===== src/rtl/amp_i2c_target.sv =====
// I2C target for the amp control port: START/STOP and address decode,
// then a pointer-based register write/read protocol on an 8-bit bank.
module amp_i2c_target #(
  parameter logic [6:0] I2C_ADDR = 7'h20,
  parameter bit         AUTO_INC = 1'b1
) (
  input  logic       clk_in,
  input  logic       reset,
  input  logic       scl,
  input  logic       sdai,
  output logic       sdao,
  output logic       wr_en,
  output logic [7:0] wr_addr,
  output logic [7:0] wr_data,
  output logic [7:0] rd_addr,
  input  logic [7:0] rd_data,
  output logic       busy,
  output logic [3:0] status
);

  typedef enum logic [3:0] {
    S_IDLE,
    S_ADDR,
    S_ADDR_ACK,
    S_REG,
    S_REG_ACK,
    S_WDATA,
    S_WDATA_ACK,
    S_RDATA,
    S_RDATA_ACK,
    S_IGNORE
  } state_t;

  logic [2:0] r_scl_q;
  logic [2:0] r_sda_q;

  state_t     r_state;
  logic [3:0] r_bitcnt;
  logic [7:0] r_shift;
  logic       r_rw;
  logic [7:0] r_ptr;
  logic       r_sdao;
  logic       r_wr_en;
  logic [7:0] r_wr_addr;
  logic [7:0] r_wr_data;

  state_t     w_state_n;
  logic [3:0] w_bitcnt_n;
  logic [7:0] w_shift_n;
  logic       w_rw_n;
  logic [7:0] w_ptr_n;
  logic       w_sdao_n;
  logic       w_wr_en_n;
  logic [7:0] w_wr_addr_n;
  logic [7:0] w_wr_data_n;

  logic       w_scl_rise;
  logic       w_scl_fall;
  logic       w_start;
  logic       w_stop;
  logic       w_sda;
  logic [7:0] w_byte;

  always_ff @(posedge clk_in) begin
    if (reset) begin
      r_scl_q <= 3'b111;
      r_sda_q <= 3'b111;
    end else begin
      r_scl_q <= {r_scl_q[1:0], scl};
      r_sda_q <= {r_sda_q[1:0], sdai};
    end
  end

  // bit [1] is the synchronised level, bit [2] its previous value
  assign w_sda      = r_sda_q[1];
  assign w_scl_rise = r_scl_q[1] & ~r_scl_q[2];
  assign w_scl_fall = ~r_scl_q[1] & r_scl_q[2];
  assign w_start    = r_scl_q[1] & r_scl_q[2] & ~r_sda_q[1] & r_sda_q[2];
  assign w_stop     = r_scl_q[1] & r_scl_q[2] & r_sda_q[1] & ~r_sda_q[2];
  assign w_byte     = {r_shift[6:0], w_sda};

  always_ff @(posedge clk_in) begin
    if (reset) begin
      r_state   <= S_IDLE;
      r_bitcnt  <= 4'd0;
      r_shift   <= 8'h00;
      r_rw      <= 1'b0;
      r_ptr     <= 8'h00;
      r_sdao    <= 1'b1;
      r_wr_en   <= 1'b0;
      r_wr_addr <= 8'h00;
      r_wr_data <= 8'h00;
    end else begin
      r_state   <= w_state_n;
      r_bitcnt  <= w_bitcnt_n;
      r_shift   <= w_shift_n;
      r_rw      <= w_rw_n;
      r_ptr     <= w_ptr_n;
      r_sdao    <= w_sdao_n;
      r_wr_en   <= w_wr_en_n;
      r_wr_addr <= w_wr_addr_n;
      r_wr_data <= w_wr_data_n;
    end
  end

  always_comb begin
    w_state_n   = r_state;
    w_bitcnt_n  = r_bitcnt;
    w_shift_n   = r_shift;
    w_rw_n      = r_rw;
    w_ptr_n     = r_ptr + {7'd0, r_wr_en & AUTO_INC};
    w_sdao_n    = r_sdao;
    w_wr_en_n   = 1'b0;
    w_wr_addr_n = r_wr_addr;
    w_wr_data_n = r_wr_data;

    if (w_start) begin
      w_state_n  = S_ADDR;
      w_bitcnt_n = 4'd0;
      w_sdao_n   = 1'b1;
    end else if (w_stop) begin
      w_state_n  = S_IDLE;
      w_bitcnt_n = 4'd0;
      w_sdao_n   = 1'b1;
    end else begin
      unique case (r_state)
        S_ADDR, S_REG, S_WDATA: begin
          if (w_scl_rise) begin
            w_shift_n  = w_byte;
            w_bitcnt_n = r_bitcnt + 4'd1;
            if (r_bitcnt == 4'd7) begin
              w_bitcnt_n = 4'd0;
              if (r_state == S_ADDR) begin
                if (w_byte[7:1] == I2C_ADDR) begin
                  w_state_n = S_ADDR_ACK;
                  w_rw_n    = w_byte[0];
                end else begin
                  w_state_n = S_IGNORE;
                end
              end else if (r_state == S_REG) begin
                w_ptr_n   = w_byte;
                w_state_n = S_REG_ACK;
              end else begin
                w_wr_en_n   = 1'b1;
                w_wr_addr_n = r_ptr;
                w_wr_data_n = w_byte;
                w_state_n   = S_WDATA_ACK;
              end
            end
          end
        end
        S_ADDR_ACK, S_REG_ACK, S_WDATA_ACK: begin
          // first fall pulls ACK low, second fall ends the ACK slot
          if (w_scl_fall) begin
            if (r_bitcnt == 4'd0) begin
              w_sdao_n   = 1'b0;
              w_bitcnt_n = 4'd1;
            end else begin
              w_sdao_n   = 1'b1;
              w_bitcnt_n = 4'd0;
              if (r_state == S_ADDR_ACK && r_rw) begin
                w_state_n  = S_RDATA;
                w_shift_n  = {rd_data[6:0], 1'b0};
                w_sdao_n   = rd_data[7];
                w_bitcnt_n = 4'd1;
              end else if (r_state == S_ADDR_ACK) begin
                w_state_n = S_REG;
              end else begin
                w_state_n = S_WDATA;
              end
            end
          end
        end
        S_RDATA: begin
          if (w_scl_fall) begin
            if (r_bitcnt == 4'd0) begin
              w_shift_n  = {rd_data[6:0], 1'b0};
              w_sdao_n   = rd_data[7];
              w_bitcnt_n = 4'd1;
            end else if (r_bitcnt == 4'd8) begin
              w_sdao_n   = 1'b1;
              w_bitcnt_n = 4'd0;
              w_state_n  = S_RDATA_ACK;
            end else begin
              w_sdao_n   = r_shift[7];
              w_shift_n  = {r_shift[6:0], 1'b0};
              w_bitcnt_n = r_bitcnt + 4'd1;
            end
          end
        end
        S_RDATA_ACK: begin
          if (w_scl_rise) begin
            w_ptr_n    = r_ptr + {7'd0, AUTO_INC};
            w_bitcnt_n = 4'd0;
            w_state_n  = w_sda ? S_IGNORE : S_RDATA;
          end
        end
        S_IDLE, S_IGNORE: begin
          w_sdao_n = 1'b1;
        end
        default: begin
          w_state_n = S_IDLE;
          w_sdao_n  = 1'b1;
        end
      endcase
    end
  end

  assign sdao    = r_sdao;
  assign wr_en   = r_wr_en;
  assign wr_addr = r_wr_addr;
  assign wr_data = r_wr_data;
  assign rd_addr = r_ptr;
  assign busy    = (r_state != S_IDLE);
  assign status  = r_state;

endmodule


===== config.mk =====
export PLATFORM = sky130hd
export DESIGN_NAME = amp_i2c_target
export DESIGN_NICKNAME = d
export VERILOG_FILES = /design/src/rtl/amp_i2c_target.sv
export SDC_FILE = /design/constraint.sdc
export NUM_CORES = 1
export LEC_CHECK = 0
export CAP_MARGIN = 20
export CORE_AREA = 2 2 139 73
export DETAILED_ROUTE_END_ITERATION = 10
export DIE_AREA = 0 0 141 75
export SLEW_MARGIN = 5
export SYNTH_ARGS = -nofsm -noshare
export SYNTH_HDL_FRONTEND = slang
export SYNTH_SLANG_ARGS = --single-unit

===== constraint.sdc =====
create_clock -name clk_in -period 6 [get_ports clk_in]
set_input_delay 1.5 -clock clk_in [delete_from_list [all_inputs] [get_ports clk_in]]
set_output_delay 1.5 -clock clk_in [all_outputs]
set_load 0.05 [all_outputs]

======== After elaboration in Yosys (flattened, before gate mapping) ========
Index checks and enable logic that the tools add are counted.
operators by class
  mux-type cells .......................... 51
  bitwise operators ....................... 20
  add/sub/neg operators ................... 3
  equality and inequality tests ........... 31
  reductions and logical operators ........ 19
operators with widths
  kind                 count
  $mux 8               14
  $mux 4               18
  $ne 4x4->1 const B   8
  $reduce_and 9->1     3
  $pmux 8 s3           1
  $eq 4x3->1 const B   5
  $pmux 4 s5           1
  $ne 2x2->1 const B   9
  $pmux 4 s4           1
  $pmux 8 s2           1
  $reduce_and 7->1     2
  $not 1->1            13
  $eq 4x4->1 const B   3
  $mux 1               11
  $reduce_or 3->1      3
  $add 8x1->8          1
  $add 8x1->8 const B  1
  $eq 4x2->1 const B   2
  $logic_not 4->1      2
  $reduce_bool 4->1    2
  $and 1x1->1          7
  $eq 7x6->1 const B   1
  $reduce_or 7->1      1
  $mux 3               2
  other kinds (11)     12
storage, ports and cells
  input port bits ......................... 12
  output and inout bits ................... 31
  register bits after elaboration ......... 49
  logic and storage cells ................. 136

======== Longest topological paths before layout ========
  word-level depth ........................ 8
  mapped depth ............................ 8
  gate-level depth less buffers ........... 7

======== Worst setup path after synthesis ========
Ideal clock, no wire load.
  path type ............................... reg-to-output
  start point ............................. register r_state[2] (netlist: status[2])
  end point ............................... output port busy
  setup slack ............................. 2.851 ns
  required time ........................... 4.500 ns
  stages on the path, launching flop included .. 5
  buffers on the path ..................... 2
  data arrival time ....................... 1.649 ns
  cells stage by stage .................... dfxtp_1 > buf_4 > clkbuf_1 > nor2_1 > nand2_1
on the way
  longest elaborated chain between the ends .. 1
RTL lines
  what                    line  RTL
  start, declared         37    state_t r_state;
  start signal, assigned  94    r_state <= w_state_n;
  $reduce_bool 4->1       214   assign busy = (r_state != S_IDLE);
  end, declared           17    output logic busy,
Every way passes these cells.

======== Worst setup path after layout ========
  start point ............................. register r_state[3] (netlist: status[3])
  end point ............................... output port busy
Same word-level chain as after synthesis.

==> flow_summary_export.csv <==
group,metric,value,unit
synthesis,synth.avg_cell_area,8.472,µm²
timing,rsz0062_at_grt,"false",
synthesis,synth_mux_area_share,8.562,%
drt,via_per_inst,5.367,
power_and_ir_drop,ir_worst_vdd,0.1177,mV
synthesis,yosysWarnings,0,
place,portBuffers,42,
clock_network,clk_latency,0.29,ns
worst_setup_path,max_stage_delay,0.88,ns
grt,grt_pass1_vias,2390,
floorplanning,start_util,31.46,%
grt,grt_max_degree,44,
floorplanning,die_h,75,µm
drt,drt-pass1-iter-count,5,
clock_network,clk_pin_slew_worst_paths,0.07,ns
timing,tns,0,ns
drt,drt-total-wl,7631,µm
floorplanning,rows,25,
worst_setup_path,critPathBufInv,1,
place,placedInstanceArea,3356,µm²
finish,design_area,3525,µm²
worst_setup_path,r2r-end,"wr_data[3]",
synthesis,synth_compound_area_share,22.39,%
finish,nFillCells,932,
finish,antenna_cells,0,
clock_network,cts_post_setup_buffers_inserted,0,
floorplanning,dieArea,10580,µm²
timing,layout_min_cycle_time,3.849,ns
synthesis,synth-simple-area-share,23.80,%
synthesis,synth_top_family_by_area,"simple AND/OR/NAND/NOR gates",
grt,antenna_found_initial,0,
worst_setup_path,worstPathMaxFanout,24,
finish,nNetsFinal,385,
finish,areaGrowthSynthToFinish,20.59,%
synthesis,synth_flop_cell,"dfxtp_1",
floorplanning,core,9290,µm²
worst_setup_path,critical-path-top-delay-family,"flip-flops",
synthesis,synth_edf_count,0,
min_path,min_from,"r_sda_q[0]",
drt,num_vias,2630,
clock_network,cts_root_buf,"clkbuf_16",
worst_setup_path,path_cells,"nor2_1 > nand2_1 > clkdlybuf4s50_1",
synthesis,synth-xor-area-share,3.896,%
place,dp_hpwl,5389,µm
power_and_ir_drop,p_leak,1.355,nW
worst_setup_path,r2r-start,"status[0]",
flow_run,max_cap_viol_count,0,
worst_setup_path,r2r_setup_slack,3.35,ns
timing,setup_viol,0,
clock_network,hold_buffers,0,
drt,drt-initial-drc-count,250,
synthesis,synth_seq_area_share,33.56,%
worst_setup_path,critical_path_required,4.50,ns
min_path,hold_class,"flip-flop to flip-flop",
clock_network,postCtsResizedCells,0,
synthesis,synthesis.instances,345,
grt,grt_pass1_wl,12340,µm
timing,fmax,0.2598,GHz
worst_setup_path,worstSetupPathType,"flip-flop to output pin",
finish,drive_above_1_share,7.588,%
synthesis,syn_nets,362,
min_path,min_path_cells,1,
clock_network,cts_max_path_buffers,2,
synthesis,synthesis.area,2923,µm²
grt,gr-total-overflow,0,
clock_network,htreeDepth,2,
floorplanning,dieWidth,141,µm
worst_setup_path,r2r_cells,4,
drt,drc_errors,0,
drt,ant_nets,0,
synthesis,ys_types,61,
timing,skew,0.007417,ns
drt,avgRoutedWirePerCell,15.57,µm
timing,fin_crit_sh,64.14,%
synthesis,synthArstFlopShare,0,%
worst_setup_path,arrival,2.35,ns
worst_setup_path,slowest_stage,"dfxtp_1",
timing,hold_viol,0,
grt,track_usage,14.59,%
run_status,status,"finished, final reports clean",
floorplanning,ios,43,
place,place_congestion,0.9592,
timing,drv_slew,0,
clock_network,tritoncts,"built",
min_path,min_to,"r_sda_q[1]",
power_and_ir_drop,p_per_area,237.9,nW/µm²
clock_network,cts_buffers,5,
timing,worst_pin_slew,0.9748,ns
clock_network,clock-sinks,49,
synthesis,ys_ff_latch,49,
worst_setup_path,startpoint_type,"flip-flop",
worst_setup_path,end_kind,"output pin",
synthesis,synthAdderAreaFrac,2.140,%
timing,slew_headroom,35.01,%
-- through the flow --
step / utilization [%] / power (W) / std cells / setup slack [ns] / hold slack [ns]
2_1_floorplan: - / 0.0004784 / 345 / 2.851 / 0.3895
3_3_place_gp: 36.12 / 0.0005184 / 482 / 2.517 / 0.3927
3_5_place_dp: 36.12 / 0.0005178 / 482 / 2.505 / 0.3980
4_1_cts: 37.94 / 0.0008408 / 490 / 2.199 / 0.4167
5_1_grt: 37.94 / 0.0008741 / 490 / 2.063 / 0.4302
6_report: 37.94 / 0.0008385 / 490 / 2.151 / 0.4130
-- worst register-to-register path, cell delays in order, from the launching register on --
cell      delay (ns)
dfxtp_1         0.77
nand2b_1        0.35
or4_1           1.05
mux2i_1         0.31
nor2_1          0.05
-- state kept, by name (all words and copies together), names as in the netlist --
| signal | count |
|---|---|
| sdao | 1 |
| wr_addr | 8 |
| wr_data | 8 |
| r_rw | 1 |
| r_scl_q | 3 |
| r_sda_q | 3 |
| r_shift | 8 |
| wr_en | 1 |
| rd_addr | 8 |
| r_bitcnt | 4 |
| status | 4 |
-- layer usage --
layer,global-route usage (%),routed length (µm),up-vias
li1,-,-,1303
met1,20.36,3749,1242
met2,23.85,3429,79
met3,2.417,351,6
met4,4.000,100,0
met5,0,0,-
-- final cells by class --
type,count,area (µm²),share of cell area (%)
sequential,49,980.9,27.83
clock buffer,5,125.1,3.550
clock inverter,3,43.79,1.242
tap,121,151.4,4.295
timing repair buffer,43,427.9,12.14
multi-input combinational,264,1777,50.41
inverter,5,18.77,0.5325
-- cell usage in the layout, fill, tap and decap left out, types with 3 or more instances in the layout --
| cell type | instances |
|---|---|
| nand4_1 | 8 |
| a21oi_1 | 29 |
| nand3b_1 | 4 |
| ha_1 | 5 |
| a211o_1 | 5 |
| dfxtp_1 | 49 |
| a221oi_1 | 4 |
| xnor2_1 | 6 |
| a211oi_1 | 9 |
| nand2_1 | 17 |
| xor2_1 | 7 |
| clkbuf_16 | 5 |
| nor3b_1 | 3 |
| nor2b_1 | 4 |
| o22ai_1 | 3 |
| nand2b_1 | 4 |
| o21a_1 | 4 |
| clkdlybuf4s50_1 | 42 |
| or2_2 | 8 |
| inv_1 | 5 |
| nand3_1 | 11 |
| nor2_1 | 42 |
| o21ai_0 | 11 |
| a21boi_0 | 3 |
| nor3_1 | 11 |
| mux2i_1 | 25 |
-- synth_stat cells, types with 2 or more instances --
master | instances | area share, %
mux2i_1 | 25 | 8.6
a22oi_1 | 2 | 0.51
nor2b_1 | 4 | 0.86
nand2b_1 | 4 | 0.86
dfxtp_1 | 49 | 34
nand3_1 | 11 | 1.9
ha_1 | 5 | 2.1
nand2_1 | 17 | 2.2
o21ai_0 | 11 | 1.9
xor2_1 | 7 | 2.1
a21boi_0 | 3 | 0.77
xnor2_1 | 6 | 1.8
a211o_1 | 5 | 1.5
a21oi_1 | 29 | 5.0
nand4_1 | 8 | 1.7
nor3_1 | 11 | 1.9
and3b_1 | 2 | 0.60
buf_6 | 4 | 1.5
a31oi_1 | 2 | 0.43
a211oi_1 | 9 | 2.3
a221oi_1 | 4 | 1.2
and3_1 | 2 | 0.43
nand3b_1 | 4 | 1.0
o21a_1 | 4 | 1.0
nor4b_1 | 2 | 0.60
buf_2 | 6 | 1.0
buf_4 | 2 | 0.51
nor3b_1 | 3 | 0.77
o22ai_1 | 3 | 0.64
inv_1 | 5 | 0.64
clkbuf_1 | 15 | 1.9
a21o_1 | 2 | 0.51
nor2_1 | 42 | 5.4
nand4b_1 | 2 | 0.60
o21ai_2 | 2 | 0.60
or2_2 | 8 | 1.7
-- where the power goes --
| part | leakage (nW) | internal, W | switching [W] |
|---|---|---|---|
| clock | 0.0842 | 0.000198 | 0.000127 |
| sequential | 0.396 | 0.000332 | 0.0000233 |
| combinational | 0.875 | 0.0000619 | 0.0000965 |
-- logic make-up after synthesis --
kind of cell | Yosys count
AOI/OAI and AO/OA | 92
xor gates and xnor gates | 13
adders and majority gates | 5
buffers and inverters | 32
DFF | 49
muxes | 25
and+or+nand+nor | 129
-- worst max-delay path by stage --
stage | from | end | slack, ns | depth (start not counted)
finish | status[3] | busy | 2.15 | 3
floorplan | status[2] | busy | 2.85 | 4
detailed placement | status[3] | busy | 2.51 | 3
CTS | status[3] | busy | 2.20 | 3
global route | status[3] | busy | 2.06 | 3
global placement | status[3] | busy | 2.52 | 3
Note: power is estimated with default switching activity, not from simulation.
